## src/rtl/maple_pkg.sv

```systemverilog
// Shared types for the Maple Bus transaction sequencer.
//   maple_seq_state_t : sequencer FSM states
//   maple_status_t    : result code reported to the register block
//   max_int           : elaboration-time helper for sizing counters
package maple_pkg;

  typedef enum logic [2:0] {
    S_IDLE     = 3'd0,
    S_TX       = 3'd1,
    S_TX_DRAIN = 3'd2,
    S_TURN     = 3'd3,
    S_RX_WAIT  = 3'd4,
    S_RX       = 3'd5,
    S_FIN      = 3'd6
  } maple_seq_state_t;

  typedef enum logic [1:0] {
    ST_OK      = 2'd0,
    ST_TIMEOUT = 2'd1,
    ST_ABORT   = 2'd2,
    ST_EMPTY   = 2'd3
  } maple_status_t;

  function automatic int max_int(input int a, input int b);
    return (a > b) ? a : b;
  endfunction

endpackage

```

## src/rtl/maple_down_counter.sv

```systemverilog
// Loadable down-counter that saturates at zero.
// Ports:
//   clk, rst     : clock, asynchronous active-high reset
//   load         : load load_value (has priority over dec)
//   dec          : decrement by one, holds at zero
//   load_value   : value to load
//   zero         : count is zero
module maple_down_counter #(
  parameter int W = 8
) (
  input  logic         clk,
  input  logic         rst,
  input  logic         load,
  input  logic         dec,
  input  logic [W-1:0] load_value,
  output logic         zero
);

  logic [W-1:0] count;

  always_ff @(posedge clk or posedge rst) begin
    if (rst) begin
      count <= '0;
    end else if (load) begin
      count <= load_value;
    end else if (dec && (count != '0)) begin
      count <= count - 1'b1;
    end
  end

  assign zero = (count == '0);

endmodule

```

## src/rtl/maple_txn_sequencer.sv

```systemverilog
// Sequences one Maple Bus host transaction: TX, bus turnaround, then reply
// reception with a timeout. Reports a status code and a one-cycle done pulse.
// Ports:
//   aclk, areset            : clock, asynchronous active-high reset
//   start, expect_reply     : begin transaction (IDLE only), reply wanted
//   abort                   : level, forces ABORT from any active state
//   tx_data_count           : TX FIFO occupancy
//   tx_last_hs, transmitting: transmitter TLAST accepted, transmitter active
//   receiving, rx_last_hs   : receiver mid-packet, RX FIFO TLAST accepted
//   enable_tx, enable_rx    : transmitter / receiver enables
//   busy, done, status      : not idle, completion pulse, result code
//
// state     | meaning
// ----------+---------------------------------------------------------
// IDLE      | waiting for start
// TX        | transmitter enabled, waiting for TLAST handshake
// TX_DRAIN  | transmitter enabled, waiting for it to go quiet
// TURN      | both enables low for TURN_CYCLES cycles
// RX_WAIT   | receiver enabled, waiting for reply start (timed)
// RX        | receiver enabled, waiting for reply TLAST
// FIN       | done pulse, status valid
module maple_txn_sequencer
  import maple_pkg::*;
#(
  parameter int TIMEOUT_CYCLES = 100000,
  parameter int TURN_CYCLES    = 50,
  parameter int COUNT_W        = 11
) (
  input  logic               aclk,
  input  logic               areset,
  input  logic               start,
  input  logic               expect_reply,
  input  logic               abort,
  input  logic [COUNT_W-1:0] tx_data_count,
  input  logic               tx_last_hs,
  input  logic               transmitting,
  input  logic               receiving,
  input  logic               rx_last_hs,
  output logic               enable_tx,
  output logic               enable_rx,
  output logic               busy,
  output logic               done,
  output logic [1:0]         status
);

  localparam int CW = $clog2(max_int(TIMEOUT_CYCLES, TURN_CYCLES) + 1);

  // TURN exits when the counter reads zero, so it is loaded one short to
  // make TURN last exactly TURN_CYCLES cycles.
  localparam logic [CW-1:0] TURN_LOAD    = CW'((TURN_CYCLES > 0) ? TURN_CYCLES - 1 : 0);
  localparam logic [CW-1:0] TIMEOUT_LOAD = CW'(TIMEOUT_CYCLES);

  maple_seq_state_t state_q, state_d;
  maple_status_t    status_q, status_d;
  logic             reply_q, reply_d;

  logic          cnt_load;
  logic          cnt_dec;
  logic [CW-1:0] cnt_load_value;
  logic          cnt_zero;

  maple_down_counter #(.W(CW)) u_counter (
    .clk        (aclk),
    .rst        (areset),
    .load       (cnt_load),
    .dec        (cnt_dec),
    .load_value (cnt_load_value),
    .zero       (cnt_zero)
  );

  always_ff @(posedge aclk or posedge areset) begin
    if (areset) begin
      state_q  <= S_IDLE;
      status_q <= ST_OK;
      reply_q  <= 1'b0;
    end else begin
      state_q  <= state_d;
      status_q <= status_d;
      reply_q  <= reply_d;
    end
  end

  always_comb begin
    state_d        = state_q;
    status_d       = status_q;
    reply_d        = reply_q;
    cnt_load       = 1'b0;
    cnt_dec        = 1'b0;
    cnt_load_value = '0;

    case (state_q)
      S_IDLE: begin
        if (start) begin
          reply_d = expect_reply;
          if (tx_data_count == '0) begin
            state_d  = S_FIN;
            status_d = ST_EMPTY;
          end else begin
            state_d = S_TX;
          end
        end
      end

      S_TX: begin
        if (abort) begin
          state_d  = S_FIN;
          status_d = ST_ABORT;
        end else if (tx_last_hs) begin
          state_d = S_TX_DRAIN;
        end
      end

      S_TX_DRAIN: begin
        if (abort) begin
          state_d  = S_FIN;
          status_d = ST_ABORT;
        end else if (!transmitting) begin
          if (!reply_q) begin
            state_d  = S_FIN;
            status_d = ST_OK;
          end else if (TURN_CYCLES == 0) begin
            state_d        = S_RX_WAIT;
            cnt_load       = 1'b1;
            cnt_load_value = TIMEOUT_LOAD;
          end else begin
            state_d        = S_TURN;
            cnt_load       = 1'b1;
            cnt_load_value = TURN_LOAD;
          end
        end
      end

      S_TURN: begin
        if (abort) begin
          state_d  = S_FIN;
          status_d = ST_ABORT;
        end else if (cnt_zero) begin
          state_d        = S_RX_WAIT;
          cnt_load       = 1'b1;
          cnt_load_value = TIMEOUT_LOAD;
        end else begin
          cnt_dec = 1'b1;
        end
      end

      S_RX_WAIT: begin
        // receiving wins over expiry in the same cycle
        if (abort) begin
          state_d  = S_FIN;
          status_d = ST_ABORT;
        end else if (receiving) begin
          state_d = S_RX;
        end else if (cnt_zero) begin
          state_d  = S_FIN;
          status_d = ST_TIMEOUT;
        end else begin
          cnt_dec = 1'b1;
        end
      end

      S_RX: begin
        if (abort) begin
          state_d  = S_FIN;
          status_d = ST_ABORT;
        end else if (rx_last_hs) begin
          state_d  = S_FIN;
          status_d = ST_OK;
        end
      end

      S_FIN: begin
        state_d = S_IDLE;
      end

      default: begin
        state_d = S_IDLE;
      end
    endcase
  end

  assign enable_tx = (state_q == S_TX) || (state_q == S_TX_DRAIN);
  assign enable_rx = (state_q == S_RX_WAIT) || (state_q == S_RX);
  assign busy      = (state_q != S_IDLE);
  assign done      = (state_q == S_FIN);
  assign status    = status_q;

endmodule

```

## config.mk

```make
export PLATFORM = sky130hd
export DESIGN_NAME = maple_txn_sequencer
export DESIGN_NICKNAME = d
export VERILOG_FILES = /design/src/rtl/maple_pkg.sv /design/src/rtl/maple_down_counter.sv /design/src/rtl/maple_txn_sequencer.sv
export SDC_FILE = /design/constraint.sdc
export NUM_CORES = 1
export LEC_CHECK = 0
export BUFFER_PORTS_ARGS = -buffer_cell sky130_fd_sc_hd__buf_4
export CAP_MARGIN = 40
export CELL_PAD_IN_SITES_DETAIL_PLACEMENT = 1
export CELL_PAD_IN_SITES_GLOBAL_PLACEMENT = 2
export CORE_MARGIN = 3
export CORE_UTILIZATION = 30
export CTS_CLUSTER_DIAMETER = 30
export DETAILED_ROUTE_END_ITERATION = 7
export HOLD_SLACK_MARGIN = 0.02
export PLACE_DENSITY_LB_ADDON = 0.1
export SLEW_MARGIN = 30
export SYNTH_ARGS = -nofsm -noshare
export SYNTH_HDL_FRONTEND = slang
export SYNTH_SLANG_ARGS = --single-unit
export TNS_END_PERCENT = 5
```

## constraint.sdc

```tcl
create_clock -name aclk -period 2.3 [get_ports aclk]
set_input_delay 0.23 -clock aclk [delete_from_list [all_inputs] [get_ports aclk]]
set_output_delay 0.23 -clock aclk [all_outputs]
set_load 0.005 [all_outputs]
```

After elaboration in Yosys (flattened, before gate mapping). Cells that the tools add are included. Widths: inputs -> output; s select.

Bits of input ports: 20. Word-level logic and storage cells: 82. Register bits: 23. Output and inout bits: 6.

Equal/unequal tests: 17. Add/sub/neg operators: 1. Reduce and logical (&&, ||, !) cells: 14. Multiplexer cells: 46.

Operators with widths (number): $mux 17 (4); $mux 3 (14); $pmux 17 s2 (1); $mux 2 (11); $ne 3x3->1 const B (7); $mux 6 (3); $pmux 3 s6 (1); $logic_not 17->1 (1); $reduce_bool 17->1 (1); $sub 17x1->17 const B (1); $logic_not 11->1 (1); $pmux 2 s5 (1); $eq 3x3->1 const B (3); $mux 1 (9); $reduce_and 9->1 (1); $eq 3x2->1 const B (2); $reduce_and 6->1 (1); $reduce_bool 5->1 (1); $ne 2x2->1 const B (2); $ne 4x4->1 const B (1); $pmux 1 s2 (2); $eq 3x1->1 const B (1); $logic_not 3->1 (1); $reduce_bool 3->1 (1); other kinds (6) (7).

Longest topological paths before layout. Gate-level depths: netlist (run 1).

Word-level depth: 8. Depth in mapped cells: 8. Mapped depth without buffers: 7.

By module. From an unflattened synthesis (run 1), not the netlist that was laid out.

Cell total of the unflattened synthesis: 204. Area total of the unflattened synthesis: 1702.9 um^2.

Modules (own cells, without submodules): maple_down_counter (area each 1154.9 um^2, sequential area each 425.4 um^2, instances 1, cells each 138); maple_txn_sequencer (area each 548.0 um^2, sequential area each 150.1 um^2, instances 1, cells each 66).

Worst setup path before layout (run 1). No wires, ideal clock.

Kind: register to register. Start: reg u_counter.count[0]. End: reg state_q[0]. Data arrival time: 2.047 ns. Path buffers: 0. Stages on the path, launching flop included: 7. Setup time: 0.125 ns. Path slack: 0.129 ns. Required time: 2.175 ns. Cell sequence: dfrtp_1 > inv_1 > ha_1 > nor4b_1 > nand4_2 > a211oi_1 > mux2_2.

Word-level cells in the longest chain between the ends: 3. Elaborated cells on any way between the ends: 4. Classes of those cells: eq/ne: 2; reduce/logical: 2.

Ends and longest elaborated chain: start: declaration (line maple_down_counter.sv:19) `logic [W-1:0] count;`; start signal: assignment (line maple_down_counter.sv:25) `count <= load_value;`; start signal: assignment (line maple_down_counter.sv:27) `count <= count - 1'b1;`; $logic_not 17->1 * (line maple_down_counter.sv:31) `assign zero = (count == '0);`; $ne 4x4->1 (no line) / $ne 3x3->1 (equally long branches); $reduce_and 6->1 (no line) *; end signal: assignment (line maple_txn_sequencer.sv:77) `state_q <= state_d;`; end: declaration (line maple_txn_sequencer.sv:53) `maple_seq_state_t state_q, state_d;`.

Every way passes the cells marked *; elsewhere a longest branch is shown, timed or not. A chain may end at the register's enable or synchronous reset.

Worst setup path after layout (run 1).
Start: reg state_q[0]. End: reg u_counter.count[13].

Word-level cells in the longest chain between the ends: 4. Elaborated cells on any way between the ends: 9. Classes of those cells: eq/ne: 3; mux: 4; reduce/logical: 2.

Ends and longest elaborated chain: $eq 3x3->1 / $eq 3x2->1 (equally long branches) (line maple_txn_sequencer.sv:91) `case (state_q)`; $pmux 1 s2 (line maple_txn_sequencer.sv:91); $logic_and 1x1->1 (line maple_down_counter.sv:26) `end else if (dec && (count != '0)) begin`; $reduce_bool 2->1 (no line).

Parallel ways exist; a longest one is shown, timed or not.

==> impl_metrics.tcl, run 1 <==
set metrics [dict create \
    slew_headroom 0.6156 \
    cts_buffer_depth 2 \
    cts_hold_buf 0 \
    hold_violations 0 \
    power_density_nw_per_um2 982.4 \
    antenna_cells 0 \
    grt_pass1_wl_mm 7.431 \
    clk_latency_ns 0.27 \
    holdCritPathClass "in2async" \
    setup-violations-final 0 \
    end_kind "flip-flop" \
    antenna_found_initial 0 \
    cts-root-buf "clkbuf_8" \
    skew_ns 0.006131 \
    grt_pass1_vias 1530 \
    netlist_area_um2 1536 \
    ir_drop_mv 0.3400 \
    hpwl_mm 3.474 \
    io_buffers 25 \
    gp_congestion 0.8156 \
    routedWlPerCell_um 16.12 \
    die_y_um 77.57 \
    yosysSeqAreaShare 0.3746 \
    netlist_instances 168 \
    synthToLayoutAreaGrowth_pct 27.61 \
    drive_gt1_frac 0.2913 \
    dp_slack_ns 0.1004 \
    status "completed" \
    io-pin-count 26 \
    grt_max_degree 15 \
    drc 0 \
    avgSynthCellArea_um2 9.146 \
    rows 25 \
    cts_setup_buffers 0 \
    synth_edf_count 0 \
    grt_setup_unrepaired "no" \
    die-area_um2 6016 \
    synth.distinct_cells 50 \
    path_class "reg2reg" \
    finalCriticalPeriod_ns 2.179 \
    drtPass1Iterations 4 \
    synth_warnings 0 \
    start_util 0.3169 \
    final.period_utilization 0.9474 \
    worstMarginPinSlew_ns 0.5759 \
    final_nets 229 \
    viasPerCell 5.363 \
    clock_sinks 23 \
    setup_slack_ns 0.1209 \
    core_um2 4848 \
    cts.reportedPaths.clkPinSlew_ns 0.10 \
    hold_ws_ns 0.008028 \
    die_x_um 77.57 \
    cts_tree "done" \
    worstPathMaxFanout 10 \
    cp-start-kind "flip-flop" \
    power.leakage_nw 0.8167 \
    overflow 0 \
    synth_fp_nets 190 \
    postRouteAntennaNets 0 \
    ys_ff_latch 23 \
    crit_required_ns 2.50 \
    async_flop_share 1.000 \
    cap_viol_max_count 0 \
    wl_mm 4.400 \
    ys.flop_type "dfrtp_1" \
    fillers 583 \
    vias 1464 \
    h-tree-depth 1 \
    cts_resized 0 \
    slew_violations 0 \
    grt.total_usage 0.1506 \
    crit_arrival_ns 2.38 \
    drt-initial-drc-count 107 \
    tns_ns 0 \
    fmax_mhz 458.9 \
    cts_made_buffers 3 \
]
sequential cells by signal, summed over array words and instances, names as in the netlist:
register / cells
reply_q: 1
state_q: 3
status: 2
u_counter.count: 17
cells in the final DEF (no fill, tap or decap), types with 6 or more instances in the layout:
cell type and instances:
buf_4 41, dfrtp_1 23, nand2_1 9, nand3_1 7, nand4_1 6, nor2_1 17
nor3_1 6, nor4_1 6, o21ai_0 7, xor2_1 10
through the flow:
step | std cells | cell area (µm²) | utilization | power (W)
2_1_floorplan | 168 | 1536 | - | 0.001267
3_3_place_gp | 268 | 1894 | 0.3907 | 0.001619
3_5_place_dp | 269 | 1906 | 0.3930 | 0.001661
4_1_cts | 273 | 1954 | 0.4031 | 0.001946
5_1_grt | 273 | 1961 | 0.4044 | 0.002099
6_report | 273 | 1961 | 0.4044 | 0.001926
per-layer routing:
layer | vias to the layer above | track usage | wire [µm]
met5 | - | 0 | 0
met4 | 0 | 0.02135 | 7
met3 | 2 | 0.01740 | 121
met2 | 21 | 0.2349 | 1972
met1 | 733 | 0.2272 | 2299
li1 | 708 | - | -
Yosys cell counts (3+ instances only):
cell type / number / area [µm²]
inv_1: 5 / 18.77
dfrtp_1: 23 / 575.6
nand2b_1: 3 / 18.77
a21oi_1: 5 / 25.02
mux2_2: 5 / 56.30
nand2_1: 9 / 33.78
xor2_1: 10 / 87.58
nor4_1: 6 / 37.54
o211ai_1: 3 / 22.52
a211oi_1: 3 / 22.52
clkbuf_1: 5 / 18.77
nor3_1: 6 / 30.03
o21ai_0: 7 / 35.03
nand3b_1: 3 / 22.52
nor2_1: 17 / 63.81
nand4_1: 6 / 37.54
or4_1: 4 / 30.03
nand3_1: 7 / 35.03
layout make-up:
class / instances / area [µm²] / area share
well taps: 67 / 83.83 / 0.04276
multi-input cells: 132 / 914.6 / 0.4665
repair buffers: 42 / 319.1 / 0.1627
inverters: 5 / 18.77 / 0.009572
clock inverters: 1 / 7.507 / 0.003829
clock buffers: 3 / 41.29 / 0.02106
flip-flops and latches: 23 / 575.6 / 0.2936
power breakdown:
part / leakage [nW] / internal, W / total [W] / switching (W)
clock network: 0.0217 / 0.000123 / 0.000275 / 0.000152
logic: 0.519 / 0.000512 / 0.000973 / 0.000460
registers: 0.276 / 0.000522 / 0.000678 / 0.000156
critical path, cell delays in order (launching register included):
cell and delay (ns):
dfrtp_1 0.46, or4b_4 0.59, a21oi_4 0.20, nand4_4 0.20, or4_1 0.51, a21oi_1 0.14
cell families (layout without fill, tap and decap cells):
kind of cell / after synthesis / after routing / synth area share
DFF: 23 / 23 / 0.3746
adders and majority gates: 2 / 2 / 0.01628
and+or+nand+nor: 78 / 78 / 0.3046
xor gates and xnor gates: 12 / 12 / 0.06840
buffers and inverters: 13 / 51 / 0.03421
muxes: 5 / 5 / 0.03664
AOI/OAI and AO/OA: 35 / 35 / 0.1653
final timing paths:
kind                                          start                  end  slack, ns  depth (start not counted)
worst min register to register  u_counter.count[11]  u_counter.count[11]       0.52                          1
worst max-delay path                     state_q[0]  u_counter.count[13]       0.12                          5
worst min-delay path                         areset              reply_q      0.008                          2
max in group asynchronous                    areset   u_counter.count[6]       1.79                          3
min in group aclk                      expect_reply              reply_q       0.18                          2
worst max register to register           state_q[0]  u_counter.count[13]       0.12                          5
(Power assumes the default switching activity.)
==> run 2: changes to the inputs <==
--- a/config.mk
+++ b/config.mk
@@ -10,7 +10,7 @@
 export CELL_PAD_IN_SITES_DETAIL_PLACEMENT = 1
 export CELL_PAD_IN_SITES_GLOBAL_PLACEMENT = 2
 export CORE_MARGIN = 3
-export CORE_UTILIZATION = 30
+export CORE_UTILIZATION = 34
 export CTS_CLUSTER_DIAMETER = 30
 export DETAILED_ROUTE_END_ITERATION = 7
 export HOLD_SLACK_MARGIN = 0.02
==> constraint.sdc (replaced) <==
create_clock -name aclk -period 2.15 [get_ports aclk]
set_input_delay 0.215 -clock aclk [delete_from_list [all_inputs] [get_ports aclk]]
set_output_delay 0.215 -clock aclk [all_outputs]
set_load 0.005 [all_outputs]
==> run 2 against run 1 <==
  * Count of clock-buffer cells in the layout increased by 1
  * Clock skew rose by 0.0046 ns
  * Register-to-register slack got worse by 0.08 ns
  * Combinational power up 27%
  * Die area decreased by 11%
  * Hold slack improved by 0.16 ns
  * Total power increased by 14%
  * Non-clock buffer count increased by 9
  * Sequential cell count is the same
  * Sequential power is essentially flat
  * Final area increased by 5.9%
  * Critical path depth is the same
  * Critical endpoint unchanged
==> impl_metrics.tcl, run 2 (synthesis gave the netlist of run 1 again) <==
set metrics [dict create \
    holdCritPathClass "in2reg" \
    worstPathMaxFanout 5 \
    rrSetupSlack_ns 0.04 \
    ir_drop_mv 0.4854 \
    die_y_um 73.23 \
    core_um2 4173 \
    routedWlPerCell_um 18.14 \
    seqCellArea_um2 576.8 \
    cts-root-buf "clkbuf_8" \
    cts_made_buffers 3 \
    power.leakage_nw 0.8762 \
    die_x_um 73.23 \
    hold_violations 0 \
    hold_ws_ns 0.1687 \
    grt.total_usage 0.1941 \
    reg2reg_from "state_q[0]" \
    die-area_um2 5362 \
    mostFrequentLayoutCells "48 x buf_4, 22 x dfrtp_1, 17 x nor2_1" \
    synthToLayoutAreaGrowth_pct 35.10 \
    setup_slack_ns 0.04419 \
    gp_congestion 0.8352 \
    fillers 488 \
    cp-start-kind "flip-flop" \
    h-tree-depth 1 \
    layout.cells.most_common "buf_4" \
    drive_gt1_frac 0.3488 \
    crit_slowest_cell "or4b_4" \
    ff2ff_path_depth 5 \
    hpwl_mm 3.676 \
    fmax_mhz 474.9 \
    overflow 0 \
    slew_headroom 0.6606 \
    clock_sinks 23 \
    cp_num_cells 5 \
    final_core_util 0.4975 \
    path_cells "or4b_4 -> a21oi_4 -> nand4_4 -> or4_1 -> a21oi_1" \
    cts.reportedPaths.clkPinSlew_ns 0.09 \
    drt-initial-drc-count 67 \
    path_class "reg2reg" \
    io_buffers 25 \
    multi_input_area_um2 970.9 \
    r2r-end "u_counter.count[13]" \
    start_util 0.3682 \
    final.period_utilization 0.9794 \
    layout.cells.non_filler 265 \
    grt_max_degree 24 \
    slew_violations 0 \
    regMostFlops "u_counter.count" \
    crit_arrival_ns 2.31 \
    largest_reg_flops 17 \
    dp_slack_ns 0.01803 \
    final_nets 238 \
    io-pin-count 26 \
    finalCriticalPeriod_ns 2.106 \
    cts_tree "done" \
    vias 1483 \
    grt_pass1_wl_mm 8.059 \
    cts_buffer_depth 2 \
    crit_required_ns 2.35 \
    end_kind "flip-flop" \
    worstMarginPinSlew_ns 0.5078 \
    cp_slowest_stage_delay_ns 0.58 \
    status "completed" \
    viasPerCell 5.596 \
    grt_setup_unrepaired "yes" \
    cp_top_family "simple AND/OR/NAND/NOR gates" \
    antenna_found_initial 0 \
    skew_ns 0.01072 \
    clk_latency_ns 0.27 \
    cap_viol_max_count 0 \
    rows 23 \
    setup.worst_path.start "state_q[0]" \
    crit_end "u_counter.count[13]" \
    antenna_cells 0 \
    drc 0 \
    worst-path-buf-inv 0 \
    setup-violations-final 0 \
    drtPass1Iterations 4 \
    dp_cells 258 \
    grt_pass1_vias 1642 \
    power_density_nw_per_um2 1061 \
    total_power_w 0.002202 \
    wl_mm 4.807 \
    postRouteAntennaNets 0 \
]
run 2: worst min path at each step:
stage            startpoint            endpoint  slack (ns)  cells after the start
2_1_floorplan        areset             reply_q        0.22                      1
3_3_place_gp         areset             reply_q        0.29                      3
3_5_place_dp         areset  u_counter.count[0]        0.29                      3
4_1_cts        expect_reply             reply_q        0.17                      2
5_1_grt        expect_reply             reply_q        0.18                      2
6_report       expect_reply             reply_q        0.17                      2
run 2: what timing repair did:
action,CTS,global route
hold buffers,1,0
setup endpoints to repair,1,18
endpoints found under the hold margin,23,0
resized for setup,0,15
setup buffers,1,1
pin swaps,0,2
run 2: power breakdown:
group / switching, W / leakage, nW / total [W] / internal, W
combinational: 0.000612 / 0.578 / 0.00124 / 0.000626
sequential: 0.000119 / 0.275 / 0.000681 / 0.000562
clock: 0.000149 / 0.0228 / 0.000282 / 0.000133
run 2: metal layers:
| metal | share of wire | GRT usage |
|---|---|---|
| met3 | 0.017 | 0.01791 |
| met2 | 0.55 | 0.3535 |
| met1 | 0.43 | 0.2402 |
| met5 | 0 | 0 |
| met4 | 0.010 | 0.05533 |
run 2: per-stage QoR:
| stage | setup TNS, ns | instance area, µm² |
|---|---|---|
| after floorplan | 0 | 1541 |
| after global placement | 0 | 1943 |
| after detailed placement | 0 | 1943 |
| after CTS | 0 | 2006 |
| after global routing | -0.1103 | 2076 |
| final | 0 | 2076 |
run 2: area by class of cell:
type                    count  area share
clock buffers               4     0.02170
inverters                   5    0.009042
multi-input cells         132      0.4678
flip-flops and latches     23      0.2779
well taps                  50     0.03014
repair buffers             51      0.1935
